`src/rtl/pc_seq_pkg.sv`:
```
// Shared types and defaults for the PC sequencer.
//   state_e : sequencer FSM states
//   sel_e   : next-PC source chosen by the priority encoder
package pc_seq_pkg;

  localparam int ADDR_W_DEF      = 12;
  localparam int STACK_DEPTH_DEF = 8;

  typedef enum logic [1:0] {
    S_RUN      = 2'd0,
    S_RET_WAIT = 2'd1,
    S_HALT     = 2'd2
  } state_e;

  typedef enum logic [2:0] {
    SEL_INC    = 3'd0,
    SEL_JUMP   = 3'd1,
    SEL_BRANCH = 3'd2,
    SEL_CALL   = 3'd3,
    SEL_RET    = 3'd4
  } sel_e;

endpackage

```
`src/rtl/pc_sequencer_if.sv`:
```
// Bus between the PC sequencer and the downstream return-address stack.
//   stack_push : push strobe (sequencer -> stack)
//   stack_pop  : pop strobe (sequencer -> stack)
//   stack_addr : return address to push (sequencer -> stack)
//   stack_top  : top-of-stack value (stack -> sequencer)
interface pc_sequencer_if #(
  parameter int ADDR_W = 12
);
  logic              stack_push;
  logic              stack_pop;
  logic [ADDR_W-1:0] stack_addr;
  logic [ADDR_W-1:0] stack_top;

  modport master (output stack_push, output stack_pop, output stack_addr, input stack_top);
  modport slave  (input stack_push, input stack_pop, input stack_addr, output stack_top);
endinterface

```
`src/rtl/pc_next_sel.sv`:
```
// Combinational priority encoder for the next-PC source.
// Priority: ret > call > jump > taken branch > increment.
//   ret, call, jump, branch, branch_taken : request inputs
//   sel                                   : chosen source
module pc_next_sel
  import pc_seq_pkg::*;
(
  input  logic ret,
  input  logic call,
  input  logic jump,
  input  logic branch,
  input  logic branch_taken,
  output sel_e sel
);

  always_comb begin
    sel = SEL_INC;
    if (ret)                      sel = SEL_RET;
    else if (call)                sel = SEL_CALL;
    else if (jump)                sel = SEL_JUMP;
    else if (branch && branch_taken) sel = SEL_BRANCH;
  end

endmodule

```
`src/rtl/pc_sequencer.sv`:
```
// Program-counter sequencer feeding an 8-entry return-address stack.
// Picks the next PC each cycle, drives push/pop strobes to the stack,
// tracks call depth and halts (sticky) on stack overflow/underflow.
//   clk, rst_n        : clock, async active-low reset
//   stall             : freeze all state and suppress strobes
//   jump/jump_target  : unconditional jump (target also used by call)
//   branch/branch_taken/branch_target : conditional branch
//   call, ret         : subroutine call / return
//   stk               : stack bus (push, pop, addr out; top in)
//   pc, fetch_valid   : current PC and its validity
//   depth             : call depth 0..STACK_DEPTH
//   halted, overflow, underflow : sticky error flags
module pc_sequencer
  import pc_seq_pkg::*;
#(
  parameter int                ADDR_W      = ADDR_W_DEF,
  parameter int                STACK_DEPTH = STACK_DEPTH_DEF,
  parameter logic [ADDR_W-1:0] RESET_PC    = '0
) (
  input  logic                         clk,
  input  logic                         rst_n,
  input  logic                         stall,
  input  logic                         jump,
  input  logic [ADDR_W-1:0]            jump_target,
  input  logic                         branch,
  input  logic                         branch_taken,
  input  logic [ADDR_W-1:0]            branch_target,
  input  logic                         call,
  input  logic                         ret,
  pc_sequencer_if.master               stk,
  output logic [ADDR_W-1:0]            pc,
  output logic                         fetch_valid,
  output logic [$clog2(STACK_DEPTH):0] depth,
  output logic                         halted,
  output logic                         overflow,
  output logic                         underflow
);

  localparam int                 DEPTH_W   = $clog2(STACK_DEPTH) + 1;
  localparam logic [DEPTH_W-1:0] DEPTH_MAX = DEPTH_W'(STACK_DEPTH);

  state_e            state;
  sel_e              sel;
  logic [ADDR_W-1:0] pc_inc;
  logic              active;
  logic              depth_full;
  logic              depth_empty;

  pc_next_sel u_sel (
    .ret          (ret),
    .call         (call),
    .jump         (jump),
    .branch       (branch),
    .branch_taken (branch_taken),
    .sel          (sel)
  );

  assign pc_inc      = pc + ADDR_W'(1);
  assign active      = (state == S_RUN) && !stall;
  assign depth_full  = (depth == DEPTH_MAX);
  assign depth_empty = (depth == '0);

  // Strobes only fire when the stack can actually accept them, so the
  // stack's pointer never wraps; push and pop are mutually exclusive via sel.
  assign stk.stack_push = active && (sel == SEL_CALL) && !depth_full;
  assign stk.stack_pop  = active && (sel == SEL_RET) && !depth_empty;
  assign stk.stack_addr = pc_inc;

  assign fetch_valid = (state == S_RUN);
  assign halted      = overflow | underflow;

  always_ff @(posedge clk or negedge rst_n) begin
    if (!rst_n) begin
      state     <= S_RUN;
      pc        <= RESET_PC;
      depth     <= '0;
      overflow  <= 1'b0;
      underflow <= 1'b0;
    end else if (!stall) begin
      case (state)
        S_RUN: begin
          case (sel)
            SEL_RET: begin
              if (depth_empty) begin
                underflow <= 1'b1;
                state     <= S_HALT;
              end else begin
                depth <= depth - DEPTH_W'(1);
                state <= S_RET_WAIT;
              end
            end
            SEL_CALL: begin
              if (depth_full) begin
                overflow <= 1'b1;
                state    <= S_HALT;
              end else begin
                depth <= depth + DEPTH_W'(1);
                pc    <= jump_target;
              end
            end
            SEL_JUMP:   pc <= jump_target;
            SEL_BRANCH: pc <= branch_target;
            default:    pc <= pc_inc;
          endcase
        end
        // The stack presents the popped entry one cycle after the pop.
        S_RET_WAIT: begin
          pc    <= stk.stack_top;
          state <= S_RUN;
        end
        default: ;
      endcase
    end
  end

endmodule

```
`src/flat_wrapper.sv`:
```
// flat-port wrapper written by rule: the top's interface ports become plain ports
module pc_sequencer_flat import pc_seq_pkg::*;
#(
  parameter int                ADDR_W      = ADDR_W_DEF,
  parameter int                STACK_DEPTH = STACK_DEPTH_DEF,
  parameter logic [ADDR_W-1:0] RESET_PC    = '0
)
  (clk, rst_n, stall, jump, jump_target, branch, branch_taken, branch_target, call, ret, pc, fetch_valid, depth, halted, overflow, underflow, stk_stack_push, stk_stack_pop, stk_stack_addr, stk_stack_top);
  pc_sequencer_if #(.ADDR_W(ADDR_W)) stk_i ();
  input  logic clk;
  input  logic rst_n;
  input  logic stall;
  input  logic jump;
  input  logic [ADDR_W-1:0] jump_target;
  input  logic branch;
  input  logic branch_taken;
  input  logic [ADDR_W-1:0] branch_target;
  input  logic call;
  input  logic ret;
  output logic [ADDR_W-1:0] pc;
  output logic fetch_valid;
  output logic [$clog2(STACK_DEPTH):0] depth;
  output logic halted;
  output logic overflow;
  output logic underflow;
  output wire logic [$bits(stk_i.stack_push)-1:0] stk_stack_push;
  output wire logic [$bits(stk_i.stack_pop)-1:0] stk_stack_pop;
  output wire logic [$bits(stk_i.stack_addr)-1:0] stk_stack_addr;
  input wire logic [$bits(stk_i.stack_top)-1:0] stk_stack_top;
  assign stk_stack_push = stk_i.stack_push;
  assign stk_stack_pop = stk_i.stack_pop;
  assign stk_stack_addr = stk_i.stack_addr;
  assign stk_i.stack_top = stk_stack_top;
  pc_sequencer #(.ADDR_W(ADDR_W), .STACK_DEPTH(STACK_DEPTH), .RESET_PC(RESET_PC)) u_core (.clk(clk), .rst_n(rst_n), .stall(stall), .jump(jump), .jump_target(jump_target), .branch(branch), .branch_taken(branch_taken), .branch_target(branch_target), .call(call), .ret(ret), .stk(stk_i), .pc(pc), .fetch_valid(fetch_valid), .depth(depth), .halted(halted), .overflow(overflow), .underflow(underflow));
endmodule
```
`config.mk`:
```
export PLATFORM = sky130hd
export DESIGN_NAME = pc_sequencer_flat
export DESIGN_NICKNAME = d
export VERILOG_FILES = /design/src/rtl/pc_seq_pkg.sv /design/src/rtl/pc_sequencer_if.sv /design/src/rtl/pc_next_sel.sv /design/src/rtl/pc_sequencer.sv /design/src/flat_wrapper.sv
export SDC_FILE = /design/constraint.sdc
export NUM_CORES = 1
export LEC_CHECK = 0
export BUFFER_PORTS_ARGS = -buffer_cell sky130_fd_sc_hd__buf_2
export CORE_AREA = 4 4 86 88
export CTS_CLUSTER_DIAMETER = 200
export DETAILED_ROUTE_END_ITERATION = 16
export DIE_AREA = 0 0 90 92
export GPL_TIMING_DRIVEN = 0
export PLACE_DENSITY = 0.53
export SLEW_MARGIN = 20
export SYNTH_ARGS = -nofsm -noshare
export SYNTH_HDL_FRONTEND = slang
export SYNTH_SLANG_ARGS = --single-unit
```
`constraint.sdc`:
```
create_clock -name clk -period 4.1 [get_ports clk]
set_input_delay 0.205 -clock clk [delete_from_list [all_inputs] [get_ports clk]]
set_output_delay 0.205 -clock clk [all_outputs]
set_load 0.1 [all_outputs]
```
==> metrics.csv <==
stage,metric,value,unit
outcome,status,"complete, no violations",
timing,rsz0062_at_grt,false,
critical_path,startpoint_type,flop,
detailed_routing,route.detailed.drc,0,
synthesis,yosysTopAreaCell,dfrtp_1,
critical_path,crit_slowest_cell,dfrtp_1,
final_layout,insertedDiodeCount,0,
placement,post-place-ws,2.03,ns
final_layout,layout_common_cells,"buf_2, dfrtp_1, nand2_1, nor2_1",
final_layout,areaGrowthSynthToFinish,34.7,%
synthesis,synth_cell_type_count,52,
timing,fin_crit_sh,58.0,%
clock_tree,clockBufferDepth,2,
synthesis,syn_area_per_cell,9.25,sq um
timing,max_freq,421,MHz
timing,relSlewSlack,57.0,%
synthesis,synth_edf_count,0,
critical_path,cp.buffers_inverters,1,
critical_path,cp.required,3.89,ns
timing,finalSetupTns,0,ns
worst_hold_path,hp-class,in -> reg,
detailed_routing,wl,5.59,mm
die,die_x,90,um
global_route,gr-total-overflow,0,
global_route,grt_pass1_wl,8.79,mm
detailed_routing,wire_per_inst,16.6,um
clock_tree,path_clk_slew,0.09,ns
clock_tree,cts_tree,done,
clock_tree,worstSkewPairLatency,0.27,ns
clock_tree,root_buffer,clkbuf_8,
synthesis,synth_top_area_share,30.9,%
die,io_pins,78,
detailed_routing,ant_nets,0,
final_layout,fin_util,32.8,%
detailed_routing,drt_iter0_markers,60,
timing,maxSlewViolCount,0,
clock_tree,cts_sinks,20,
placement,gp_congestion,0.813,
critical_path,worst-endpoint-arrival,2.17,ns
critical_path,slowest_delay,0.45,ns
die,fp.dieH,92,um
placement,dpl.hpwl,4.26,mm
final_layout,drive_above_1_share,41.8,%
critical_path,end_kind,output port,
die,rows,30,
timing,hold_viol,0,
synthesis,ys_async_sr_fraction,100,%
timing,fin_ws,1.72,ns
run,drv_cap,0,
timing,finalSetupViolCount,0,
global_route,antenna_found_initial,0,
global_route,grt_usage,13.3,%
placement,port_buffers,76,
final_layout,nets,305,
detailed_routing,via_per_inst,5.01,
die,core,6640,sq um
final_layout,final_common_cell,buf_2,
detailed_routing,num_vias,1683,
critical_path,worstPathMaxFanout,6,
synthesis,synthTopCellsByArea,"dfrtp_1, xnor2_1, a21o_1",
synthesis,ys.flop_type,dfrtp_1,
synthesis,syn_nets,223,
synthesis,syn_inst,175,
global_route,grt_max_degree,21,
critical_path,path_cells,"ha_1, nand3_1, o31a_1, or2_2, buf_2",
clock_tree,cts-htree-levels,1,
synthesis,ys_ff_latch,20,
clock_tree,cts_resized,0,
synthesis,yosysWarnings,0,
synthesis,synth_area,1620,sq um
detailed_routing,first_pass_iters,4,
timing,tightestPinTransition,0.639,ns
timing,fin_crit,2.38,ns
die,die-area,8280,sq um
global_route,grt_pass1_vias,1700,
clock_tree,cts_buffers,3,
synthesis,ys_seq_area_share,30.9,%
critical_path,worstSetupPathType,reg -> out,
timing,skew,0.0100,ns
critical_path,path_delay_family,simple AND/OR/NAND/NOR gates,
die,start_util,24.4,%
==> tightest hold or removal path, stage by stage <==
cell	delay, ns
buf_2	0.08
a21oi_1	0.05
o22ai_1	0.10
==> state kept, by name (all words and copies together), names as in the netlist <==
register and flops:
u_core.depth 4, u_core.pc 12, u_core.underflow 1, u_core.state 2, u_core.overflow 1
==> cell usage after synthesis (all sizes together) (2+ instances only) <==
| master | n |
|---|---|
| nand3 | 8 |
| a21oi | 7 |
| nor2b | 3 |
| nor2 | 11 |
| inv | 7 |
| nand4 | 2 |
| a21o | 6 |
| xnor2 | 7 |
| a211oi | 4 |
| o31a | 2 |
| buf | 6 |
| mux2 | 2 |
| or2 | 6 |
| xor2 | 2 |
| nor3 | 7 |
| a222oi | 2 |
| a221oi | 7 |
| dfrtp | 20 |
| o21ai | 10 |
| ha | 3 |
| nand2b | 3 |
| nor4 | 4 |
| clkbuf | 3 |
| o22ai | 5 |
| o2bb2ai | 2 |
| nand2 | 11 |
| o21a | 2 |
| o211ai | 6 |
| a211o | 4 |
==> cells by family (layout without fill, tap and decap cells) <==
kind of cell               count (synthesis)  in the layout  synth area share (%)
AOI/OAI and AO/OA                         64             64                  31.5
xor gates and xnor gates                   9              9                  4.87
adders and majority gates                  4              4                  3.56
buffers and inverters                     16             97                  6.80
DFF                                       20             20                  30.9
muxes                                      2              2                  1.39
and+or+nand+nor                           60             60                  21.0
==> timing repair <==
action,4_1_cts,5_1_grt
hold buffers,1,0
setup buffers,0,0
endpoints found under the hold margin,20,0
==> routing by layer <==
metal  GRT usage [%]  part of all wire, %  vias up
li1                -                    -      830
met1            17.2                   46      784
met2            22.3                   45       67
met3            4.27                  8.6        2
met5               0                    0        -
met4            1.91                 0.38        0
==> final timing paths <==
check | startpoint | slack [ns] | cells past startpoint | endpoint
min reg2reg | u_core.underflow | 0.50 | 1 | u_core.underflow
min | stk_stack_top[2] | 0.20 | 3 | u_core.pc[2]
min in group asynchronous | rst_n | 0.41 | 2 | u_core.pc[9]
max reg2reg | u_core.depth[0] | 2.29 | 4 | u_core.depth[1]
max | u_core.pc[0] | 1.72 | 5 | stk_stack_addr[8]
max in group asynchronous | rst_n | 3.35 | 2 | u_core.depth[3]
==> cell type report <==
cell class                      count  area [sq um]
Fill cell                         696          4460
Multi-Input combinational cell    139          1010
Sequential cell                    20           500
Timing Repair Buffer               77           390
Tap cell                           80           100
Buffer                              9          83.8
Clock buffer                        3          41.3
Clock inverter                      1          30.0
Inverter                            7          26.3
==> metrics by stage <==
| stage | cells | cell area, sq um | hold WS (ns) |
|---|---|---|---|
| finish | 336 | 2180 | 0.200 |
| global route | 336 | 2180 | 0.228 |
| CTS | 336 | 2180 | 0.199 |
| detailed placement | 331 | 2100 | 0.197 |
| global placement | 331 | 2100 | 0.211 |
| floorplan | 175 | 1620 | -0.0906 |
Power is not shown: default switching activity piles up to over one toggle a cycle in this logic, so the estimate is an artifact.
